### config.mk
export PLATFORM = sky130hd
export DESIGN_NAME = regfile_write_arbiter
export DESIGN_NICKNAME = d
export VERILOG_FILES = /design/src/rtl/regfile_write_arbiter_pkg.sv /design/src/rtl/regfile_write_arbiter_wb_hold_buffer.sv /design/src/rtl/regfile_write_arbiter.sv
export SDC_FILE = /design/constraint.sdc
export NUM_CORES = 1
export LEC_CHECK = 0
export CORE_AREA = 2 2 74 104
export CTS_CLUSTER_DIAMETER = 30
export CTS_CLUSTER_SIZE = 12
export DETAILED_ROUTE_END_ITERATION = 6
export DIE_AREA = 0 0 76 106
export DONT_BUFFER_PORTS = 1
export PLACE_DENSITY = 0.72
export SLEW_MARGIN = 10
export SYNTH_ARGS = -nofsm -noshare
export SYNTH_HDL_FRONTEND = slang
export SYNTH_HIERARCHICAL = 1
export SYNTH_SLANG_ARGS = --single-unit
### constraint.sdc
create_clock -name clk -period 3.22 [get_ports clk]
set_input_delay 0.161 -clock clk [delete_from_list [all_inputs] [get_ports clk]]
set_output_delay 0.161 -clock clk [all_outputs]
set_load 0.01 [all_outputs]
### src/rtl/regfile_write_arbiter_pkg.sv
// Shared definitions for the register file write-port arbiter.
package regfile_write_arbiter_pkg;

  localparam int DEF_DATA_WIDTH = 32;
  localparam int DEF_ADDR_WIDTH = 5;
  localparam int DEF_NUM_REGS   = 32;

  // Requester indices: ALU writeback and load/memory writeback
  localparam int REQ_ALU  = 0;
  localparam int REQ_LOAD = 1;

  // One-hot decode of a register address (also used by the register file write decoder)
  function automatic logic [DEF_NUM_REGS-1:0] addr_onehot(input logic [DEF_ADDR_WIDTH-1:0] addr);
    logic [DEF_NUM_REGS-1:0] mask;
    mask       = '0;
    mask[addr] = 1'b1;
    return mask;
  endfunction

endpackage

### src/rtl/regfile_write_arbiter_wb_hold_buffer.sv
// Single-entry writeback holding buffer: occupancy flag plus address/data payload.
module wb_hold_buffer
  import regfile_write_arbiter_pkg::*;
#(
  parameter int DATA_WIDTH = DEF_DATA_WIDTH,
  parameter int ADDR_WIDTH = DEF_ADDR_WIDTH
) (
  input  logic                  clk,
  input  logic                  clearAll,
  input  logic                  load,
  input  logic                  clear,
  input  logic [ADDR_WIDTH-1:0] inAddr,
  input  logic [DATA_WIDTH-1:0] inData,
  output logic                  full,
  output logic [ADDR_WIDTH-1:0] addr,
  output logic [DATA_WIDTH-1:0] data
);

  logic                  full_d, full_q;
  logic [ADDR_WIDTH-1:0] addr_d, addr_q;
  logic [DATA_WIDTH-1:0] data_d, data_q;

  // Next state: load wins over clear so the entry can drain and refill in one cycle
  always_comb begin
    full_d = full_q;
    addr_d = addr_q;
    data_d = data_q;
    if (load) begin
      full_d = 1'b1;
      addr_d = inAddr;
      data_d = inData;
    end else if (clear) begin
      full_d = 1'b0;
    end
  end

  // Occupancy flag, cleared asynchronously so buffered writes are discarded on reset
  always_ff @(posedge clk or posedge clearAll) begin
    if (clearAll) full_q <= 1'b0;
    else          full_q <= full_d;
  end

  // Payload registers; only observed while the entry is full, so no reset
  always_ff @(posedge clk) begin
    addr_q <= addr_d;
    data_q <= data_d;
  end

  assign full = full_q;
  assign addr = addr_q;
  assign data = data_q;

endmodule

### src/rtl/regfile_write_arbiter.sv
// Arbitrates the single register file write port between ALU and load writeback.
module regfile_write_arbiter
  import regfile_write_arbiter_pkg::*;
#(
  parameter int DATA_WIDTH = DEF_DATA_WIDTH,
  parameter int ADDR_WIDTH = DEF_ADDR_WIDTH,
  parameter int NUM_REGS   = DEF_NUM_REGS
) (
  input  logic                  clk,
  input  logic                  clearAll,
  input  logic                  hold,
  input  logic                  req0Valid,
  output logic                  req0Ready,
  input  logic [ADDR_WIDTH-1:0] req0Addr,
  input  logic [DATA_WIDTH-1:0] req0Data,
  input  logic                  req1Valid,
  output logic                  req1Ready,
  input  logic [ADDR_WIDTH-1:0] req1Addr,
  input  logic [DATA_WIDTH-1:0] req1Data,
  output logic [DATA_WIDTH-1:0] write,
  output logic [ADDR_WIDTH-1:0] addressRD,
  output logic                  writeEnable,
  output logic [NUM_REGS-1:0]   pendingMask
);

  logic [1:0]            full, load, grant;
  logic [ADDR_WIDTH-1:0] buf_addr [2];
  logic [DATA_WIDTH-1:0] buf_data [2];

  // age_q = 1: the load buffer holds the older entry; 0: the ALU buffer does
  logic age_d, age_q;
  // prio_q = 0: requester 0 wins a different-address tie; 1: requester 1 wins
  logic prio_d, prio_q;

  wb_hold_buffer #(.DATA_WIDTH(DATA_WIDTH), .ADDR_WIDTH(ADDR_WIDTH)) u_alu_buf (
    .clk(clk), .clearAll(clearAll), .load(load[REQ_ALU]), .clear(grant[REQ_ALU]),
    .inAddr(req0Addr), .inData(req0Data),
    .full(full[REQ_ALU]), .addr(buf_addr[REQ_ALU]), .data(buf_data[REQ_ALU])
  );

  wb_hold_buffer #(.DATA_WIDTH(DATA_WIDTH), .ADDR_WIDTH(ADDR_WIDTH)) u_load_buf (
    .clk(clk), .clearAll(clearAll), .load(load[REQ_LOAD]), .clear(grant[REQ_LOAD]),
    .inAddr(req1Addr), .inData(req1Data),
    .full(full[REQ_LOAD]), .addr(buf_addr[REQ_LOAD]), .data(buf_data[REQ_LOAD])
  );

  // Ready depends only on buffer state and grant, never on valid
  assign req0Ready = !full[REQ_ALU]  || grant[REQ_ALU];
  assign req1Ready = !full[REQ_LOAD] || grant[REQ_LOAD];

  // Writes to x0 complete the handshake but never occupy a buffer
  assign load[REQ_ALU]  = req0Valid && req0Ready && (req0Addr != '0);
  assign load[REQ_LOAD] = req1Valid && req1Ready && (req1Addr != '0);

  // Grant selection: same-address conflicts follow age, otherwise round-robin
  always_comb begin
    grant = 2'b00;
    if (!hold) begin
      if (full[REQ_ALU] && !full[REQ_LOAD]) begin
        grant[REQ_ALU] = 1'b1;
      end else if (!full[REQ_ALU] && full[REQ_LOAD]) begin
        grant[REQ_LOAD] = 1'b1;
      end else if (full[REQ_ALU] && full[REQ_LOAD]) begin
        if (buf_addr[REQ_ALU] == buf_addr[REQ_LOAD]) begin
          if (age_q) grant[REQ_LOAD] = 1'b1;
          else       grant[REQ_ALU]  = 1'b1;
        end else if (prio_q) begin
          grant[REQ_LOAD] = 1'b1;
        end else begin
          grant[REQ_ALU] = 1'b1;
        end
      end
    end
  end

  // Next age/prio: the buffer that stays full across another's load is the older one
  always_comb begin
    age_d  = age_q;
    prio_d = prio_q;
    if (load[REQ_ALU] && load[REQ_LOAD])                              age_d = 1'b1;
    else if (load[REQ_ALU] && full[REQ_LOAD] && !grant[REQ_LOAD])     age_d = 1'b1;
    else if (load[REQ_LOAD] && full[REQ_ALU] && !grant[REQ_ALU])      age_d = 1'b0;
    if (grant[REQ_ALU])  prio_d = 1'b1;
    if (grant[REQ_LOAD]) prio_d = 1'b0;
  end

  // Arbitration state registers
  always_ff @(posedge clk or posedge clearAll) begin
    if (clearAll) begin
      age_q  <= 1'b0;
      prio_q <= 1'b0;
    end else begin
      age_q  <= age_d;
      prio_q <= prio_d;
    end
  end

  // Write port mux of the granted buffer; all zero when idle
  always_comb begin
    write       = '0;
    addressRD   = '0;
    writeEnable = 1'b0;
    if (grant[REQ_ALU]) begin
      write       = buf_data[REQ_ALU];
      addressRD   = buf_addr[REQ_ALU];
      writeEnable = 1'b1;
    end else if (grant[REQ_LOAD]) begin
      write       = buf_data[REQ_LOAD];
      addressRD   = buf_addr[REQ_LOAD];
      writeEnable = 1'b1;
    end
  end

  // Pending mask covers every full buffer, including the one being written now
  always_comb begin
    pendingMask = '0;
    for (int i = 0; i < 2; i++) begin
      if (full[i]) pendingMask = pendingMask | NUM_REGS'(addr_onehot(buf_addr[i]));
    end
  end

endmodule

==> metrics.md, run 1 <==
| Metric | Value |
|---|---|
| Post-route ant nets | `0` |
| Placed cells | `329` |
| Max-Cap Viols | `0` |
| Mapped Cells | `245` |
| Placed Instance Area | `0.00359 mm2` |
| Hold depth | `3` |
| Vias in the first global route | `about 2.6k` |
| I/O pins | `151` |
| Overall Power | `about 3.2 mW` |
| Area Overhead vs Synth | `26.6%` |
| Clock buffer count from CTS | `9` |
| CTS HTree Levels | `3` |
| Post-CTS sizing | `0` |
| Ys flop type | `edfxtp_1` |
| DP HPWL | `5.55 mm` |
| RSZ-0062 raised after global routing | `false` |
| Post-Route WL | `9.02 mm` |
| CTS tree | `done` |
| Share of layout cells above drive strength 1 | `~9%` |
| Slew HR | `57.0%` |
| Placer congestion estimate | `0.838` |
| YS warnings | `6` |
| Setup Viol. Count Final | `0` |
| Setup_tns | `0 ps` |
| Share of the synthesized area in the top cell type | `62.6%` |
| Worst min-delay path class | `in -> reg` |
| Yosys cell types | `37` |
| Setup crit end kind | `primary output` |
| Max frequency | `approximately 360 MHz` |
| Post-CTS setup buffer count | `0` |
| Row count | `37` |
| Via Count | `approximately 2.6k` |
| Worst-path clk slew | `80 ps` |
| Largest net degree at the start of global routing | `40` |
| Global-route wire length before repair | `~13 mm` |
| Clock skew | `6.88 ps` |
| # nets final | `397` |
| Net Count, Synth | `324` |
| Netlist Area Pre-Place | `about 0.0036 mm2` |
| Gr usage total | `22.0%` |
| Min Clock Period, post-route | `between 2000 and 3000 ps` |
| Via/cell ratio | `6.07` |
| Pre-antenna DRT Iters | `4` |
| Non-filler instance count after layout | `between 400 and 500` |
| Core Region | `0.00718 mm2` |
| Share of flip-flops with an asynchronous set or reset | `between 5 and 6%` |
| DR WL/cell | `between 20 and 25 um` |
| Port bufs | `0` |
| Sequential area share after synthesis | `65.4%` |
| Critical Setup Path Class | `reg -> out` |
| DR DRC count | `0` |
| Clock sinks | `78` |
| Data arrival time of the worst path | `between 2000 and 3000 ps` |
| Clock buffer depth | `2` |
| Initial Util | `between 40% and 50%` |
| Yosys top cell by area | `edfxtp_1` |
| Chip height | `106 um` |
| Cell chosen for the clock root | `clkbuf_8` |
| Worst-margin pin slew | `644 ps` |
| Synth top area cells | `edfxtp_1 (63%), a22o_1 (8.9%), o22ai_1 (5.6%)` |
| Critical path required time | `3060 ps` |
| First DRT Iteration DRCs | `180` |
| Worst skew pair latency | `350 ps` |
| Crit-path max FO | `39` |
| N_diodes | `0` |
| Leak Pwr | `around 1.5 nW` |
| P per Cell Area | `723 mW/mm2` |
| GR Overflow Total | `0` |
| R2R cell count | `6` |
| Worst VDD drop | `0.000519 V` |
| Die width | `between 70 and 80 um` |
| Critical Path Start Type | `register` |
| Finished Cell Area | `between 0.004 and 0.005 mm2` |
| Crit share post-route | `85.4%` |
| Status | `completed` |
| Slew Viols, Final | `0` |
| Initial antenna violation count | `0` |
| Post-synth EDFFs | `74` |
| Yosys reg bits | `78` |
| Final-report hold violation count | `0` |
| Die ar. | `0.00806 mm2` |
| Syn avg cell area | `14.5 um2` |
-- area by class of cell --
| class | count | area [um2] |
|---|---|---|
| fill | 531 | 2680 |
| clock inverter | 6 | 28.8 |
| timing repair buffer | 80 | 801 |
| inverter | 8 | 30.0 |
| clock buffer | 10 | 128 |
| tap | 97 | 121 |
| multi-input combinational | 141 | 1060 |
| sequential | 78 | 2320 |
-- cell families (layout without fill, tap and decap cells) --
family | Yosys count | after routing | synth area share [%]
compound gates | 93 | 93 | 20.4
xor+xnor | 6 | 6 | 1.69
buf+inv | 26 | 104 | 5.18
flops | 78 | 78 | 65.4
simple gates | 42 | 42 | 7.33
-- cells in the mapped netlist, types with 4 or more instances --
master,count
a21o_1,4
a22o_1,36
buf_6,10
clkbuf_1,5
dfrtp_1,4
edfxtp_1,74
inv_1,8
nand2_1,5
nand2b_1,4
nand3_1,4
nand3b_1,11
nor2_1,6
o21ai_0,5
o22ai_1,32
or3_1,4
or3b_2,4
xnor2_1,4
-- layout by cell type (no fill, tap or decap), types with 2 or more instances in the layout --
| cell type | count |
|---|---|
| a22o_1 | 36 |
| nor2_1 | 6 |
| clkinv_1 | 3 |
| a21oi_1 | 2 |
| or3b_2 | 4 |
| edfxtp_1 | 74 |
| buf_4 | 4 |
| clkbuf_8 | 9 |
| o22ai_1 | 32 |
| dlygate4sd3_1 | 75 |
| dfrtp_1 | 4 |
| xnor2_1 | 4 |
| nand3b_1 | 11 |
| nand3_1 | 4 |
| or4_1 | 2 |
| clkinv_2 | 2 |
| a21o_1 | 4 |
| inv_1 | 8 |
| nand2_1 | 5 |
| nand2b_1 | 4 |
| o21ai_0 | 5 |
| or3_1 | 4 |
-- metal layers --
| layer | track usage (%) | up-vias | wire [um] |
|---|---|---|---|
| met5 | 0 | - | 0 |
| met4 | 12.1 | 0 | 279 |
| met3 | 7.64 | 23 | 703 |
| met2 | 39.9 | 129 | 4840 |
| met1 | 21.9 | 1247 | 3190 |
| li1 | - | 1151 | - |
-- per-stage QoR --
| step | utilization (%) | setup slack (ps) | hold slack [ps] |
|---|---|---|---|
| floorplan | - | 587 | -110 |
| finish | 62.7 | 471 | 78.7 |
| global route | 62.7 | 338 | 83.9 |
| CTS | 62.7 | 447 | 67.5 |
| global placement | 50.0 | 810 | -109 |
| detailed placement | 50.0 | 752 | -106 |
-- worst max-delay path: stages, from the launching register on --
cell,delay [ps]
edfxtp_1,510
xnor2_1,250
nand2_2,140
or3_1,430
a31oi_4,190
buf_4,410
a22o_1,310
-- flip-flops by register name (all words and copies together) (netlist names) --
name,flops
u_alu_buf/data,32
prio_q,1
u_load_buf/addr,5
u_alu_buf/addr,5
age_q,1
u_load_buf/full,1
u_alu_buf/full,1
u_load_buf/data,32
-- path summary, 6_finish.rpt --
check                           slack, ps         startpoint                 end
max in group asynchronous            2940           clearAll               age_q
worst max register to register        750  u_alu_buf/addr[3]  u_load_buf/data[2]
min in group asynchronous             150           clearAll     u_load_buf/full
worst min-delay path                   80               hold               age_q
worst max-delay path                  470  u_alu_buf/addr[3]            write[1]
worst min register to register        720             prio_q              prio_q
-- report_power, final --
part           total (mW)  leakage [nW]  switching [mW]  internal (mW)
Clock               0.594        0.0786           0.325          0.269
Combinational        1.11         0.702           0.695          0.414
Sequential           1.55         0.740           0.173           1.37
-- repair_timing --
action / 4_1_cts / 5_1_grt
hold buffers: 75 / 0
hold endpoints to repair: 78 / 0
endpoints found under the setup margin: 0 / 0
No activity file was read; power rests on OpenSTA's default activity.
==> run 2: changes to the inputs <==
Settings changed: CTS_BUF_LIST set to sky130_fd_sc_hd__clkbuf_8.
==> run 2 against run 1 <==
Total power about the same. Sequential power about the same. Via count increased by 0.63%. Worst setup slack got worse by 4.0 ps. Flip-flop and latch count unchanged. Sequential share of layout area unchanged. Largest cell class unchanged.
==> metrics.md, run 2 (synthesis results as in run 1) <==
| Metric | Value |
|---|---|
| Initial antenna violation count | `0 (unchanged)` |
| Hold Startpoint | `hold (unchanged)` |
| Place WS | `752 ps (unchanged)` |
| DP HPWL | `5.55 mm (unchanged)` |
| Clock skew | `7.73 ps (was 6.88 ps)` |
| Setup crit end kind | `primary output (unchanged)` |
| Hold depth | `3 (unchanged)` |
| DR WL/cell | `21.5 um (about the same)` |
| First DRT Iteration DRCs | `168 (was 180)` |
| Critical Path Start Type | `register (unchanged)` |
| Pre-antenna DRT Iters | `4 (unchanged)` |
| Status | `completed (unchanged)` |
| Slew Viols, Final | `0 (unchanged)` |
| Initial Util | `49.5% (unchanged)` |
| CTS HTree Levels | `3 (unchanged)` |
| Via Count | `2,566 (was 2,550)` |
| Clock buffer count from CTS | `9 (unchanged)` |
| GR Util met2 | `40.0% (was 39.9%)` |
| Core Region | `0.00718 mm2 (unchanged)` |
| Worst min-delay path class | `in -> reg (unchanged)` |
| Post-route ant nets | `0 (unchanged)` |
| Flop-to-flop setup slack | `750 ps (about the same)` |
| Final-report hold violation count | `0 (unchanged)` |
| Placed Instance Area | `0.00359 mm2 (unchanged)` |
| Die width | `76 um (unchanged)` |
| R2R cell count | `6 (unchanged)` |
| Finished Cell Area | `0.00450 mm2 (unchanged)` |
| # nets final | `397 (unchanged)` |
| Die ar. | `0.00806 mm2 (unchanged)` |
| P per Cell Area | `723 mW/mm2 (about the same)` |
| Clock sinks | `78 (unchanged)` |
| Min-Delay Endpoint | `age_q (unchanged)` |
| Placer congestion estimate | `0.838 (unchanged)` |
| Reg2reg start | `u_alu_buf/addr[3] (unchanged)` |
| Row count | `37 (unchanged)` |
| Setup Viol. Count Final | `0 (unchanged)` |
| I/O pins | `151 (unchanged)` |
| Slew HR | `57.0% (about the same)` |
| GR Overflow Total | `0 (unchanged)` |
| Most common cell after layout, fill and taps aside | `dlygate4sd3_1 (unchanged)` |
| N_diodes | `0 (unchanged)` |
| Busiest grt layer | `met2 (unchanged)` |
| Post-route setup slack | `466 ps (was 471 ps)` |
| Port bufs | `0 (unchanged)` |
| Min Clock Period, post-route | `2750 ps (about the same)` |
| DR DRC count | `0 (unchanged)` |
| Data arrival time of the worst path | `2590 ps (about the same)` |
| Cell chosen for the clock root | `clkbuf_8 (unchanged)` |
| GR Util met3 | `7.64% (unchanged)` |
| Crit-path max FO | `39 (unchanged)` |
| Share of layout cells above drive strength 1 | `8.98% (unchanged)` |
| Worst VDD drop | `0.000522 V (was 0.000519 V)` |
| RSZ-0062 raised after global routing | `false (unchanged)` |
| Vias in the first global route | `2,611 (unchanged)` |
| Worst-margin pin slew | `644 ps (about the same)` |
| Met1 GRT Util | `21.8% (was 21.9%)` |
| Post-Route WL | `9.03 mm (was 9.02 mm)` |
| Largest net degree at the start of global routing | `40 (unchanged)` |
| Setup_tns | `0 ps (unchanged)` |
| Clock buffer depth | `2 (unchanged)` |
| Critical path required time | `3060 ps (about the same)` |
| Gr usage total | `22.0% (about the same)` |
| Worst-path clk slew | `80 ps (about the same)` |
| Post-CTS sizing | `0 (unchanged)` |
| Crit share post-route | `85.5% (was 85.4%)` |
| Commonest non-fill, non-tap cells in the layout | `dlygate4sd3_1 (75), edfxtp_1 (74), a22o_1 (36), o22ai_1 (32), nand3b_1 (11) (unchanged)` |
| Max-Cap Viols | `0 (unchanged)` |
| Leak Pwr | `1.52 nW (about the same)` |
| Max frequency | `363 MHz (was 364 MHz)` |
| Global-route wire length before repair | `13.4 mm (about the same)` |
| Worst skew pair latency | `350 ps (about the same)` |
| Area Overhead vs Synth | `26.6% (unchanged)` |
| Hold_buf cts | `75 (unchanged)` |
| RR Endpoint | `u_load_buf/data[2] (unchanged)` |
| CTS tree | `done (unchanged)` |
| Via/cell ratio | `6.11 (was 6.07)` |
| Post-CTS setup buffer count | `0 (unchanged)` |
| Critical Setup Path Class | `reg -> out (unchanged)` |
| Chip height | `106 um (unchanged)` |
-- run 2: changes by cell type in the layout (fill, tap and decap cells not counted) --
cell / before / now
inv_1: 8 / 9
clkbuf_1: 1 / 0
-- run 2: metrics by stage --
step                      hold slack [ps]  cells  power (mW)  util (%)
after detailed placement             -106    329        2.59      50.0
after global routing                 83.9    420        3.41      62.7
after CTS                            67.5    420        3.25      62.7
final                                75.5    420        3.25      62.7
after global placement               -109    329        2.56      50.0
after floorplan                      -110    245        2.41         -
-- run 2: worst max-delay path by stage --
stage | from | to | slack (ps) | depth (start not counted)
floorplan | u_load_buf/addr[4] | u_load_buf/addr[0] | 590 | 7
global route | u_alu_buf/addr[0] | write[17] | 340 | 6
CTS | u_alu_buf/addr[3] | write[11] | 450 | 6
detailed placement | u_alu_buf/addr[3] | u_load_buf/data[18] | 750 | 6
global placement | u_alu_buf/addr[2] | u_load_buf/data[2] | 810 | 6
finish | u_alu_buf/addr[3] | write[1] | 470 | 6
-- run 2: area by class of cell --
cell class / instances / area (um2)
repair buffers: 80 / 801
flip-flops and latches: 78 / 2320
well taps: 97 / 121
clock buffers: 9 / 124
clock inverters: 7 / 32.5
multi-input cells: 141 / 1060
fillers: 531 / 2680
inverters: 8 / 30.0
-- run 2: power by group --
group | switching (mW) | internal [mW]
Sequential | 0.172 | 1.37
Combinational | 0.698 | 0.414
Clock | 0.328 | 0.266
Total | 1.20 | 2.05
-- run 2: metal layers --
layer	up-vias	routed length, um
met5	-	0
met4	0	302
met3	25	747
met2	142	4830
met1	1252	3150
li1	1147	-
-- run 2: critical path, cell delays in order (launching register included) --
cell,delay (ps)
edfxtp_1,510
xnor2_1,250
nand2_2,140
or3_1,430
a31oi_4,190
buf_4,410
a22o_1,310
